==> config.mk <==
export PLATFORM = sky130hd
export DESIGN_NAME = bcd_serial_subtractor
export DESIGN_NICKNAME = d
export VERILOG_FILES = /design/src/rtl/bcd_pkg.sv /design/src/rtl/bcd_digit_sub.sv /design/src/rtl/bcd_serial_subtractor.sv
export SDC_FILE = /design/constraint.sdc
export NUM_CORES = 1
export LEC_CHECK = 0
export CORE_MARGIN = 5
export CORE_UTILIZATION = 45
export CTS_BUF_LIST = sky130_fd_sc_hd__clkbuf_2 sky130_fd_sc_hd__clkbuf_4 sky130_fd_sc_hd__clkbuf_8
export CTS_CLUSTER_SIZE = 24
export DETAILED_ROUTE_END_ITERATION = 6
export PLACE_DENSITY = 0.79
export SYNTH_ARGS = -nofsm -noshare
export SYNTH_HDL_FRONTEND = slang
export SYNTH_SLANG_ARGS = --single-unit
==> constraint.sdc <==
create_clock -name clk -period 4.44 [get_ports clk]
set_input_delay 0.666 -clock clk [delete_from_list [all_inputs] [get_ports clk]]
set_output_delay 0.666 -clock clk [all_outputs]
set_load 0.01 [all_outputs]
==> src/rtl/bcd_pkg.sv <==
// Shared types and constants for the decimal arithmetic datapath (BCD adder/subtractor).
package bcd_pkg;

  typedef enum logic [1:0] {
    IDLE,
    CALC,
    DONE
  } state_t;

  localparam logic [3:0] BCD_MAX            = 4'd9;
  localparam logic [4:0] BCD_RADIX          = 5'd10;
  localparam int         BCD_DIGITS_DEFAULT = 4;

endpackage

==> src/rtl/bcd_digit_sub.sv <==
// Single decimal digit subtract stage: digit = a_i - b_i - borrow_in, wrapped into 0..9.
module bcd_digit_sub
  import bcd_pkg::*;
(
  input  logic [3:0] a_i,
  input  logic [3:0] b_i,
  input  logic       borrow_in,
  output logic [3:0] digit,
  output logic       borrow_out
);

  logic signed [4:0] t;
  logic        [4:0] t_adj;

  always_comb begin
    t          = $signed({1'b0, a_i}) - $signed({1'b0, b_i}) - $signed({4'd0, borrow_in});
    t_adj      = t + BCD_RADIX;
    borrow_out = t[4];
    digit      = borrow_out ? t_adj[3:0] : t[3:0];
  end

endmodule

==> src/rtl/bcd_serial_subtractor.sv <==
// Digit-serial BCD subtractor computing a - b - bin, least significant digit first.
// Optional operand validity check is built when BCD_SUB_INVALID_CHECK_EN is defined.
module bcd_serial_subtractor
  import bcd_pkg::*;
#(
  parameter int DIGITS = BCD_DIGITS_DEFAULT
) (
  input  logic                clk,
  input  logic                reset,
  input  logic                start,
  input  logic [4*DIGITS-1:0] a,
  input  logic [4*DIGITS-1:0] b,
  input  logic                bin,
  output logic                busy,
  output logic                done,
  output logic [4*DIGITS-1:0] diff,
  output logic                bout,
  output logic                invalid
);

  localparam int W  = 4 * DIGITS;
  localparam int CW = (DIGITS > 1) ? $clog2(DIGITS) : 1;

  state_t         state;
  logic [W-1:0]   a_sh;
  logic [W-1:0]   b_sh;
  logic [W-1:0]   acc;
  logic [W-1:0]   acc_next;
  logic           borrow;
  logic [CW-1:0]  cnt;
  logic [3:0]     dig;
  logic           bo;
  logic           last;
  logic           accept;
  logic           inv_pend;

  bcd_digit_sub u_digit (
    .a_i       (a_sh[3:0]),
    .b_i       (b_sh[3:0]),
    .borrow_in (borrow),
    .digit     (dig),
    .borrow_out(bo)
  );

  assign accept   = (state == IDLE) && start;
  assign last     = (cnt == CW'(DIGITS - 1));
  assign acc_next = W'({dig, acc} >> 4);

  // Operand/result shift registers: data only, no reset needed
  always_ff @(posedge clk) begin
    if (accept) begin
      a_sh <= a;
      b_sh <= b;
    end else if (state == CALC) begin
      a_sh <= a_sh >> 4;
      b_sh <= b_sh >> 4;
      acc  <= acc_next;
    end
  end

  always_ff @(posedge clk or posedge reset) begin
    if (reset) begin
      state  <= IDLE;
      cnt    <= '0;
      borrow <= 1'b0;
      busy   <= 1'b0;
      done   <= 1'b0;
      diff   <= '0;
      bout   <= 1'b0;
    end else begin
      case (state)
        IDLE: begin
          done <= 1'b0;
          if (start) begin
            state  <= CALC;
            busy   <= 1'b1;
            cnt    <= '0;
            borrow <= bin;
          end
        end
        CALC: begin
          cnt    <= cnt + 1'b1;
          borrow <= bo;
          if (last) begin
            state <= DONE;
            busy  <= 1'b0;
            done  <= 1'b1;
            diff  <= inv_pend ? '0 : acc_next;
            bout  <= inv_pend ? 1'b0 : bo;
          end
        end
        DONE: begin
          done  <= 1'b0;
          state <= IDLE;
        end
        default: state <= IDLE;
      endcase
    end
  end

`ifdef BCD_SUB_INVALID_CHECK_EN
  function automatic logic has_non_bcd(input logic [W-1:0] x);
    logic bad;
    bad = 1'b0;
    for (int i = 0; i < DIGITS; i++) begin
      if (x[4*i +: 4] > BCD_MAX) bad = 1'b1;
    end
    return bad;
  endfunction

  // Flag is captured with the operands and published alongside the result
  always_ff @(posedge clk or posedge reset) begin
    if (reset) begin
      inv_pend <= 1'b0;
      invalid  <= 1'b0;
    end else if (accept) begin
      inv_pend <= has_non_bcd(a) | has_non_bcd(b);
    end else if (state == CALC && last) begin
      invalid  <= inv_pend;
    end
  end
`else
  assign inv_pend = 1'b0;
  assign invalid  = 1'b0;
`endif

endmodule

## Word-level counts from Yosys, hierarchy flattened

Index checks and enable logic that the tools add are counted.

- Add/subtract/negate cells: 4
- Eq/ne operators: 5
- Multiplexer cells: 17
- Bitwise gates (word level): 1
- Reduce and logical (&&, ||, !) cells: 12

Operators by type and width:

| operator | count |
|---|---|
| $mux W16 | 4 |
| $reduce_and A2 Y1 | 5 |
| $pmux W2 S2 | 2 |
| $mux W2 | 3 |
| $pmux W1 S2 | 3 |
| $reduce_bool A2 Y1 | 3 |
| $sub A4 B4 Y5 | 1 |
| $sub A5 B2 Y5 | 1 |
| $add A4 B4 Y4 const B | 1 |
| $eq A2 B2 Y1 const B | 2 |
| $mux W1 | 4 |
| $mux W4 | 1 |
| $ne A2 B2 Y1 const B | 2 |
| $reduce_and A3 Y1 | 1 |
| $add A2 B1 Y2 const B | 1 |
| $eq A2 B1 Y1 const B | 1 |
| $logic_not A2 Y1 | 1 |
| $reduce_or A2 Y1 | 1 |
| $logic_and A1 B1 Y1 | 1 |
| $not A1 Y1 | 1 |

- Register bits: 72
- Output and inout port bits: 20

## Logic depth before layout (Yosys ltp)

Gate-level depths: netlist of run 1.

- Depth after elaboration: 4
- Mapped depth: 12
- Mapped depth without buffers: 12

## Modules after synthesis

From an unflattened synthesis of run 1, not the netlist that was laid out.

- Cell total of the unflattened synthesis: 176
- Area total of the unflattened synthesis: 2,889.0 sq um

Modules (own cells, without submodules):

| module | times used | cells an instance | area each (sq um) | seq. area each (sq um) |
|---|---|---|---|---|
| bcd_serial_subtractor | 1 | 144 | 2,615.0 | 1,921.8 |
| bcd_digit_sub | 1 | 32 | 274.0 | 0.0 |

## Worst setup path before layout of run 1

OpenSTA, ideal clock, no wires.

- Path kind: register to register
- Start: register a_sh[0]
- End: register diff[13]
- Library setup time: 0.125 ns
- Data arrival time: 2.860 ns
- Setup slack: 1.456 ns
- Cell stages (with the launch flop): 11
- Buffers on the path: 0
- Path through: edfxtp_1 fa_1 inv_1 ha_1 or2_2 fa_1 nand2b_4 a211o_1 and2_4 xnor2_2 mux2_2

- Cells in the longest elaborated chain, start to end: 4

Ends and longest elaborated chain:

| element | RTL line | source |
|---|---|---|
| start, declared | bcd_serial_subtractor.sv:25 | `logic [W-1:0] a_sh;` |
| start signal, assigned | bcd_serial_subtractor.sv:55 | `a_sh <= a_sh >> 4;` |
| $sub A4 B4 Y5 (*) | bcd_digit_sub.sv:16 | `t = $signed({1'b0, a_i}) - $signed({1'b0, b_i}) - $signed({4'd0, borrow_in});` |
| $sub A5 B2 Y5 (*) | bcd_digit_sub.sv:16 |  |
| $add A4 B4 Y4 | bcd_digit_sub.sv:17 | `t_adj = t + BCD_RADIX;` |
| $mux W4 (*) | bcd_digit_sub.sv:19 | `digit = borrow_out ? t_adj[3:0] : t[3:0];` |
| named net dig[1] | bcd_serial_subtractor.sv:31 | `logic [3:0] dig;` |
| end signal, assigned | bcd_serial_subtractor.sv:88 | `diff <= inv_pend ? '0 : acc_next;` |
| end, declared | bcd_serial_subtractor.sv:16 | `output logic [4*DIGITS-1:0] diff,` |

Mark *: on every way through the listed nets, which the timed path passes. The rest lies on a longest branch.
A chain may end at the register's enable or synchronous reset.

## Worst setup path after layout of run 1

- Start: register a_sh[0]
- End: register diff[15]

Same word-level chain as after synthesis.

==> metrics.yaml, run 1 <==
clock_network:
  clkLatencyLatePin_ps: 320
  hold_buffers: 0
  clock_tree.root_cell: "sky130_fd_sc_hd__clkbuf_8"
  numClockSinks: 68
  ctsLongestPathBuffers: 2
  cts_made_buffers: 9
  htreeDepth: 3
  cts_resized: 0
  worst_setup_hold_path_clk_slew_ps: 70
  post_cts.repair.setup_buffers: 0
  cts_tree: "yes"
min_path:
  worstHoldPathType: "flop to flop"
cells_and_area:
  layout-area-overhead-vs-synth_pct: 28.47
  n_fill_cell: 507
  share_of_layout_cells_above_drive_strength_1: 0.2590
  multi_input_area_sq_um: 934.6
  antenna_cells_inserted: 0
  post-route-cell-area_sq_mm: 0.003760
  core_occupancy_in_the_finished_layout: 0.5921
  area.sequential_sq_mm: 0.001922
  nets: 292
global_route:
  grt_use_total: 0.1193
  first_global_vias: 1715
  antenna_found_initial: 0
  maximum_number_of_pins_on_one_net_before_global_route_repair: 34
  grt_overflow_total: 0
  grt_first_pass_wirelength_mm: 7.838
timing:
  report.final.hold_viol_count: 0
  rsz_0062_raised_after_global_routing: "no"
  timing.final.max_slew_violations: 0
  max_clock_freq_mhz: 324.5
  fin_crit_sh: 0.6940
  tightestPinTransition_ps: 925.7
  postLayoutSetupSlackWorst_ps: 1359
  finClkSkew_ps: 4.796
  timing.slew.headroom: 0.3822
  final.setup.tns_ps: 0
  post_layout_min_period_ps: 3081
  setup-violations-final: 0
yosys:
  yosysWarnings: 0
  postSynthAreaPerCell_sq_um: 15.91
  synth_cell_type_count: 36
  synth.top_cells.by_count: "sky130_fd_sc_hd__edfxtp_1 (44), sky130_fd_sc_hd__mux2_2 (39), sky130_fd_sc_hd__dfrtp_1 (24)"
  synth_edf_count: 44
  synthCells: 184
  synth_nets: 230
  synthDominantCellAreaShare: 0.4515
  post_synthesis_instance_area_sq_mm: 0.002927
  synth_area_leaders: "sky130_fd_sc_hd__edfxtp_1 (45%), sky130_fd_sc_hd__dfrtp_1 (21%), sky130_fd_sc_hd__mux2_2 (15%)"
  async_flop_share: 0.3529
  post-synth-top-count-cell: "sky130_fd_sc_hd__edfxtp_1"
  synthDominantAreaCellType: "sky130_fd_sc_hd__edfxtp_1"
  synth-main-ff-cell: "sky130_fd_sc_hd__edfxtp_1"
  yosysSeqAreaShare: 0.6567
  postSynthRegisterBits: 68
detailed_routing:
  starting_drt_drc_count: 84
  detailedRoute.firstPassIterationCount: 4
  wl_per_cell_microns: 14.06
  vias_per_inst: 4.948
  drt_wl_total_mm: 4.613
  routed-via-count: 1623
  final_antenna_net_count: 0
  drc: 0
placement:
  placement.setup.worst_slack_ps: 1357
  dp_hpwl_mm: 3.310
  gp_congestion: 0.7492
  placement.cell_area_sq_mm: 0.003553
  buffer_ports.inserted: 54
floorplanning:
  fp.dieH_microns: 90.65
  boundaryPins: 56
  fp.dieArea_sq_mm: 0.008217
  floorplan.core_area_sq_mm: 0.006350
  rows: 29
  die_width_microns: 90.65
  initial_core_util: 0.4609
run:
  cap_violations: 0
power:
  powerDensity_mw_per_mm2: 894.2
  static_leakage_power_nw: 1.531
  worst_ir_drop_vdd_v: 0.0004713
setup_path:
  critical_path_buf_inv_count: 1
  critical_path_required_ps: 4650
  critPathTopFamily: "adder cells"
  max_stage_delay_ps: 580
  crit_path_top_delay_cell: "sky130_fd_sc_hd__fa_1"
  worstPathCellList: "fa_1, inv_1, ha_1, or2_2, fa_1, nand2b_4, a211o_1, a21oi_2, xor2_2, mux2_1"
  worst-setup-path-type: "flop to flop"
  critical-path-top-cell-by-count: "sky130_fd_sc_hd__fa_1"
  cp-start-kind: "flop"
  worst-endpoint-arrival_ps: 3290
  critPathCaptureType: "flop"
  critical_path.max_fanout: 4
outcome:
  status: "finished clean"
==> routing by layer <==
metal,track usage,share of wire
met5,0,0
met3,0.04833,0.088
met1,0.1411,0.44
met2,0.1889,0.46
met4,0.05583,0.012
==> worst register-to-register path, stage by stage (launching register included) <==
cell and delay, ps:
sky130_fd_sc_hd__edfxtp_1 390, sky130_fd_sc_hd__fa_1 580, sky130_fd_sc_hd__inv_1 50, sky130_fd_sc_hd__ha_1 170, sky130_fd_sc_hd__or2_2 300, sky130_fd_sc_hd__fa_1 420, sky130_fd_sc_hd__nand2b_4 170, sky130_fd_sc_hd__a211o_1 320
sky130_fd_sc_hd__a21oi_2 190, sky130_fd_sc_hd__xor2_2 90, sky130_fd_sc_hd__mux2_1 290
==> sequential cells by signal, summed over array words and instances, names as in the netlist, 2 cells and up <==
| name | flops |
|---|---|
| acc | 12 |
| diff | 16 |
| state | 2 |
| cnt | 2 |
| a_sh | 16 |
| b_sh | 16 |
==> through the flow <==
step           power, mW  hold slack (ps)  cells
6_report           3.362            448.2    328
3_5_place_dp       2.888            433.1    312
5_1_grt            3.618            467.5    328
2_1_floorplan      2.431            422.2    184
4_1_cts            3.410            449.9    328
3_3_place_gp       2.806            424.7    312
==> power by group <==
group          internal (mW)  total, mW  switching (mW)  leakage, nW
clock network          0.294      0.508           0.214        0.106
logic                  0.831       1.58           0.750        0.676
registers               1.15       1.27           0.122        0.749
total                   2.28       3.36            1.09         1.53
==> placed cells by master (no fill, tap or decap), types with 2 or more instances in the layout <==
cell type                         synthesis  layout
sky130_fd_sc_hd__inv_1                   12      12
sky130_fd_sc_hd__nand2b_1                 2       2
sky130_fd_sc_hd__and2b_1                  2       2
sky130_fd_sc_hd__edfxtp_1                44      44
sky130_fd_sc_hd__o21ai_0                  2       2
sky130_fd_sc_hd__o22a_1                   2       2
sky130_fd_sc_hd__mux2_2                  39      39
sky130_fd_sc_hd__buf_4                    1       2
sky130_fd_sc_hd__o22ai_1                  2       2
sky130_fd_sc_hd__a21oi_1                  2       2
sky130_fd_sc_hd__clkdlybuf4s50_1          0      54
sky130_fd_sc_hd__clkbuf_8                 0      11
sky130_fd_sc_hd__dfrtp_1                 24      24
sky130_fd_sc_hd__nor2_1                   4       3
sky130_fd_sc_hd__ha_1                     8       8
sky130_fd_sc_hd__nand2_1                  4       4
sky130_fd_sc_hd__xor2_1                   3       3
sky130_fd_sc_hd__fa_1                     2       2
sky130_fd_sc_hd__and2_1                   9       9
sky130_fd_sc_hd__a31oi_1                  2       2
sky130_fd_sc_hd__clkinv_2                 0       2
==> worst paths after layout <==
check	start	to	slack [ps]	cells past startpoint
worst max-delay path	a_sh[0]$_DFFE_PP_	diff[15]$_DFFE_PP0P_	1360	10
worst min-delay path	acc[10]$_DFFE_PP_	acc[6]$_DFFE_PP_	450	0
worst max register to register	a_sh[0]$_DFFE_PP_	diff[15]$_DFFE_PP0P_	1360	10
worst min register to register	acc[10]$_DFFE_PP_	acc[6]$_DFFE_PP_	450	0
max in group asynchronous	reset	diff[11]$_DFFE_PP0P_	3020	2
min in group asynchronous	reset	diff[0]$_DFFE_PP0P_	850	2
==> layout make-up <==
| cell class | instances | share of cell area |
|---|---|---|
| clock inverter | 4 | 0.01265 |
| clock buffer | 12 | 0.04226 |
| tap | 77 | 0.02562 |
| sequential | 68 | 0.5111 |
| inverter | 12 | 0.01198 |
| multi-input combinational | 99 | 0.2486 |
| timing repair buffer | 56 | 0.1478 |
==> logic make-up (layout without fill, tap and decap cells) <==
group,after synthesis,count (layout),synth area share
flops,68,68,0.6567
simple gates,26,26,0.05344
other cells,1,1,0.001281
xor+xnor,5,5,0.02010
buf+inv,17,84,0.02479
mux,41,41,0.1573
compound gates,16,16,0.03848
fa+ha+maj,10,10,0.04789
Note: power is estimated with default switching activity, not from simulation.
==> inputs of run 2 (changes only) <==
==> constraint.sdc (replaced) <==
create_clock -name clk -period 3.2 [get_ports clk]
set_input_delay 0.48 -clock clk [delete_from_list [all_inputs] [get_ports clk]]
set_output_delay 0.48 -clock clk [all_outputs]
set_load 0.01 [all_outputs]
==> metrics.yaml, run 2 (synthesis results as in run 1) <==
outcome:
  status: "finished clean"
cells_and_area:
  finalNonFillerCells: 330
  core_occupancy_in_the_finished_layout: 0.6024
  post-route-cell-area_sq_mm: 0.003825
  n_fill_cell: 495
  nets: 294
  share_of_layout_cells_above_drive_strength_1: 0.2688
  layout_common_cells: "sky130_fd_sc_hd__clkdlybuf4s50_1 (54), sky130_fd_sc_hd__edfxtp_1 (44), sky130_fd_sc_hd__mux2_2 (39)"
  antenna_cells_inserted: 0
  layout.cells.most_common: "sky130_fd_sc_hd__clkdlybuf4s50_1"
  layout-area-overhead-vs-synth_pct: 30.70
  largest_registers: "a_sh: 16 flops, b_sh: 16 flops, diff: 16 flops"
timing:
  finClkSkew_ps: 5.052
  timing.slew.headroom: 0.3910
  fin_crit_sh: 0.9474
  rsz_0062_raised_after_global_routing: "no"
  post_layout_min_period_ps: 3032
  timing.final.max_slew_violations: 0
  fin_worst_hold_slack_ps: 441.4
  final.setup.tns_ps: 0
  setup-violations-final: 0
  report.final.hold_viol_count: 0
  max_clock_freq_mhz: 329.8
  tightestPinTransition_ps: 912.4
  postLayoutSetupSlackWorst_ps: 168.2
power:
  intPower_mw: 3.339
  power.share.sequential: 0.362
  total_power_mw: 4.851
  comb_power_share: 0.457
  worst_ir_drop_vdd_v: 0.0007761
  clockPowerShare: 0.181
  powerDensity_mw_per_mm2: 1268
  static_leakage_power_nw: 1.563
  sw_pwr_mw: 1.512
  sw_frac_of_total: 0.3117
placement:
  buffer_ports.inserted: 54
  dp_cells: 314
  gp_congestion: 0.7418
  dp_hpwl_mm: 3.157
  placement.cell_area_sq_mm: 0.003568
  placement.setup.worst_slack_ps: 103.2
setup_path:
  critical_path.max_fanout: 4
  worst-setup-path-type: "flop to flop"
  cp-start-kind: "flop"
  max_stage_delay_ps: 570
  crit_path_top_delay_cell: "sky130_fd_sc_hd__fa_1"
  worst-endpoint-arrival_ps: 3250
  critPathCaptureType: "flop"
  critical_path_required_ps: 3420
  critical_path_buf_inv_count: 1
  critPathTopFamily: "adder cells"
  worstPathCellList: "fa_1, inv_1, ha_1, or2_2, fa_2, nand2b_4, a211o_1, a21oi_2, xor2_2, mux2_1"
  regToRegSetupSlack_ps: 170
detailed_routing:
  vias_per_inst: 5.006
  drc: 0
  routed-via-count: 1652
  starting_drt_drc_count: 28
  final_antenna_net_count: 0
  drt_wl_total_mm: 4.592
  wl_per_cell_microns: 13.92
  detailedRoute.firstPassIterationCount: 4
global_route:
  grt_overflow_total: 0
  grt_first_pass_wirelength_mm: 7.935
  grt_util_met3: 0.06333
  antenna_found_initial: 0
  first_global_vias: 1713
  met2_usage: 0.1840
  grt_use_total: 0.1214
  grt-busiest-layer: "met2"
  groute.layer.met1.usage: 0.1456
  maximum_number_of_pins_on_one_net_before_global_route_repair: 34
clock_network:
  ctsLongestPathBuffers: 2
  post_cts.repair.setup_buffers: 0
  clock_tree.root_cell: "sky130_fd_sc_hd__clkbuf_8"
  worst_setup_hold_path_clk_slew_ps: 70
  cts_resized: 0
  numClockSinks: 68
  cts_tree: "yes"
  htreeDepth: 3
  cts_made_buffers: 9
  clkLatencyLatePin_ps: 330
  hold_buffers: 0
run:
  cap_violations: 0
floorplanning:
  rows: 29
  die_width_microns: 90.65
  boundaryPins: 56
  initial_core_util: 0.4609
  fp.dieArea_sq_mm: 0.008217
  fp.dieH_microns: 90.65
  floorplan.core_area_sq_mm: 0.006350
min_path:
  worstHoldPathType: "flop to flop"
## run 2: changes by cell type in the layout (fill, tap and decap cells not counted), sizes merged
cell and delta:
bufinv +2, buf +2, clkinvlp -1, clkinv -1
## run 2: final timing paths
kind                                        end         startpoint  depth (start not counted)
hold / removal                 acc[6]$_DFFE_PP_  acc[10]$_DFFE_PP_                          0
setup reg to reg           diff[15]$_DFFE_PP0P_  a_sh[0]$_DFFE_PP_                         10
min in group asynchronous   diff[0]$_DFFE_PP0P_              reset                          2
setup / recovery           diff[15]$_DFFE_PP0P_  a_sh[0]$_DFFE_PP_                         10
hold reg to reg                acc[6]$_DFFE_PP_  acc[10]$_DFFE_PP_                          0
max in group asynchronous   diff[9]$_DFFE_PP0P_              reset                          2
## run 2: cell type report
cell class	count	area, sq um	share of cell area
Clock buffer	12	158.9	0.04154
Inverter	12	45.04	0.01178
Multi-Input combinational cell	99	937.1	0.2450
Tap cell	77	96.34	0.02519
Timing Repair Buffer	58	570.5	0.1492
Sequential cell	68	1922	0.5025
Clock inverter	4	95.09	0.02486
## run 2: layer usage
| metal | vias up | wire length [microns] |
|---|---|---|
| met4 | 0 | 65 |
| met3 | 8 | 462 |
| met1 | 795 | 1940 |
| met5 | - | 0 |
| li1 | 791 | - |
| met2 | 58 | 2123 |
## run 2: power groups by stage
stage | clock (mW) | sequential [mW] | combinational, mW
after floorplan | 0 | 1.80 | 1.57
after global placement | 0 | 1.76 | 2.14
after detailed placement | 0 | 1.78 | 2.21
after CTS | 0.896 | 1.77 | 2.25
after global routing | 0.934 | 1.81 | 2.46
final | 0.876 | 1.76 | 2.22
==> inputs of run 3 (changes only) <==
--- a/config.mk
+++ b/config.mk
@@ -5,7 +5,7 @@
 export SDC_FILE = /design/constraint.sdc
 export NUM_CORES = 1
 export LEC_CHECK = 0
-export CORE_MARGIN = 5
+export CORE_MARGIN = 3
 export CORE_UTILIZATION = 45
 export CTS_BUF_LIST = sky130_fd_sc_hd__clkbuf_2 sky130_fd_sc_hd__clkbuf_4 sky130_fd_sc_hd__clkbuf_8
 export CTS_CLUSTER_SIZE = 24
==> metrics.yaml, run 3 (synthesis results as in run 1) <==
outcome:
  status: "finished clean"
setup_path:
  critical_path_required_ps: 3420
  cp-start-kind: "flop"
  critPathCaptureType: "flop"
  critical_path.reg2reg.startpoint: "a_sh[0]$_DFFE_PP_"
  critical_path.max_fanout: 4
  worst-setup-path-type: "flop to flop"
  worst-r2r-cell-count: 10
  regToRegSetupSlack_ps: 170
  worst-endpoint-arrival_ps: 3250
  timing.rr.end: "diff[13]$_DFFE_PP0P_"
global_route:
  grt_overflow_total: 0
  grt_use_total: 0.1351
  grt_first_pass_wirelength_mm: 7.590
  maximum_number_of_pins_on_one_net_before_global_route_repair: 34
  first_global_vias: 1731
  antenna_found_initial: 0
floorplanning:
  initial_core_util: 0.4801
  floorplan.core_area_sq_mm: 0.006096
  rows: 28
  die_width_microns: 86.65
  boundaryPins: 56
  fp.dieArea_sq_mm: 0.007507
  fp.dieH_microns: 86.65
detailed_routing:
  routed-via-count: 1650
  drt_wl_total_mm: 4.473
  drc: 0
  wl_per_cell_microns: 13.64
  detail_route.wirelength.met1_mm: 1.848
  final_antenna_net_count: 0
  starting_drt_drc_count: 50
  route.met3.wl_microns: 423
  top_layer_used: "met4"
  detailedRoute.firstPassIterationCount: 4
  vias_per_inst: 5.030
  route.met2.wl_mm: 2.125
clock_network:
  clkLatencyLatePin_ps: 340
  worst_setup_hold_path_clk_slew_ps: 60
  post_cts.repair.setup_buffers: 0
  cts_made_buffers: 9
  ctsLongestPathBuffers: 2
  clock_tree.root_cell: "sky130_fd_sc_hd__clkbuf_8"
  cts_tree: "yes"
  htreeDepth: 3
  numClockSinks: 68
cells_and_area:
  largest_registers: "a_sh: 16 flops, b_sh: 16 flops, diff: 16 flops"
  layout-area-overhead-vs-synth_pct: 28.22
  layout_common_cells: "sky130_fd_sc_hd__clkdlybuf4s50_1 (54), sky130_fd_sc_hd__edfxtp_1 (44), sky130_fd_sc_hd__mux2_2 (39)"
  nets: 294
  antenna_cells_inserted: 0
  share_of_layout_cells_above_drive_strength_1: 0.2688
  layout.cells.most_common: "sky130_fd_sc_hd__clkdlybuf4s50_1"
timing:
  setup-violations-final: 0
  report.final.hold_viol_count: 0
  final.setup.tns_ps: 0
  post_layout_min_period_ps: 3032
  finClkSkew_ps: 6.059
  rsz_0062_raised_after_global_routing: "no"
  max_clock_freq_mhz: 329.8
  timing.slew.headroom: 0.3899
  timing.final.max_slew_violations: 0
  tightestPinTransition_ps: 914.1
  fin_worst_hold_slack_ps: 449.8
  fin_crit_sh: 0.9475
power:
  power.share.sequential: 0.382
  static_leakage_power_nw: 1.534
  powerDensity_mw_per_mm2: 1228
  intPower_mw: 3.121
  worst_ir_drop_vdd_v: 0.0006379
  sw_pwr_mw: 1.487
  clockPowerShare: 0.139
  sw_frac_of_total: 0.3227
  comb_power_share: 0.479
placement:
  gp_congestion: 0.7720
  dp_hpwl_mm: 3.186
  buffer_ports.inserted: 54
min_path:
  whs_path_depth: 0
  worstHoldPathType: "flop to flop"
  hold_path_end: "acc[4]$_DFFE_PP_"
  worstHoldStart: "acc[8]$_DFFE_PP_"
run:
  cap_violations: 0
[run 3: what timing repair did]
action	CTS	global route
setup endpoints to repair	0	3
endpoints found under the hold margin	0	0
gates resized for setup	0	1
hold buffers	0	0
[run 3: critical path, cell delays in order, from the launching register on]
cell and delay (ps):
sky130_fd_sc_hd__edfxtp_1 400, sky130_fd_sc_hd__fa_1 570, sky130_fd_sc_hd__inv_1 50, sky130_fd_sc_hd__ha_1 170, sky130_fd_sc_hd__or2_2 300, sky130_fd_sc_hd__fa_2 360, sky130_fd_sc_hd__nand2b_4 170, sky130_fd_sc_hd__a211o_1 320
sky130_fd_sc_hd__and2_4 180, sky130_fd_sc_hd__xnor2_2 130, sky130_fd_sc_hd__mux2_2 260
[run 3: cell type report]
cell class / count / area, sq um
multi-input combinational: 99 / 937.1
clock inverter: 2 / 10.01
sequential: 68 / 1922
inverter: 12 / 45.04
timing repair buffer: 58 / 570.5
fill: 486 / 2344
clock buffer: 14 / 173.9
tap: 75 / 93.84
[run 3: metal layers]
metal | global-route usage | vias to the layer above
li1 | - | 786
met1 | 0.1458 | 801
met2 | 0.2163 | 56
met3 | 0.07510 | 7
met4 | 0.06232 | 0
met5 | 0 | -
[run 3: power groups by stage]
| stage | Clock [mW] | Combinational, mW | Sequential [mW] |
|---|---|---|---|
| 5_1_grt | 0.706 | 2.46 | 1.81 |
| 2_1_floorplan | 0 | 1.57 | 1.80 |
| 3_5_place_dp | 0 | 2.22 | 1.79 |
| 4_1_cts | 0.662 | 2.23 | 1.77 |
| 6_report | 0.641 | 2.21 | 1.76 |
| 3_3_place_gp | 0 | 2.14 | 1.76 |
[run 3: worst max path at each step]
stage / startpoint / to / slack, ps / cells past startpoint
after floorplan: a_sh[0]$_DFFE_PP_ / diff[13]$_DFFE_PP0P_ / 220 / 10
after global placement: a_sh[0]$_DFFE_PP_ / diff[13]$_DFFE_PP0P_ / 160 / 10
after detailed placement: a_sh[0]$_DFFE_PP_ / diff[13]$_DFFE_PP0P_ / 90 / 10
after CTS: a_sh[0]$_DFFE_PP_ / diff[13]$_DFFE_PP0P_ / 90 / 10
after global routing: a_sh[0]$_DFFE_PP_ / acc[14]$_DFFE_PP_ / 20 / 11
final: a_sh[0]$_DFFE_PP_ / diff[13]$_DFFE_PP0P_ / 170 / 10
[run 3: stage by stage]
stage	utilization	cell area (sq um)	cells	power [mW]	setup slack (ps)
floorplan	-	2927	184	3.374	215.7
global placement	0.5850	3566	312	3.904	161.5
detailed placement	0.5850	3566	312	4.009	90.33
CTS	0.6151	3750	328	4.660	92.74
global route	0.6156	3752	328	4.975	19.48
finish	0.6156	3752	328	4.608	168.1
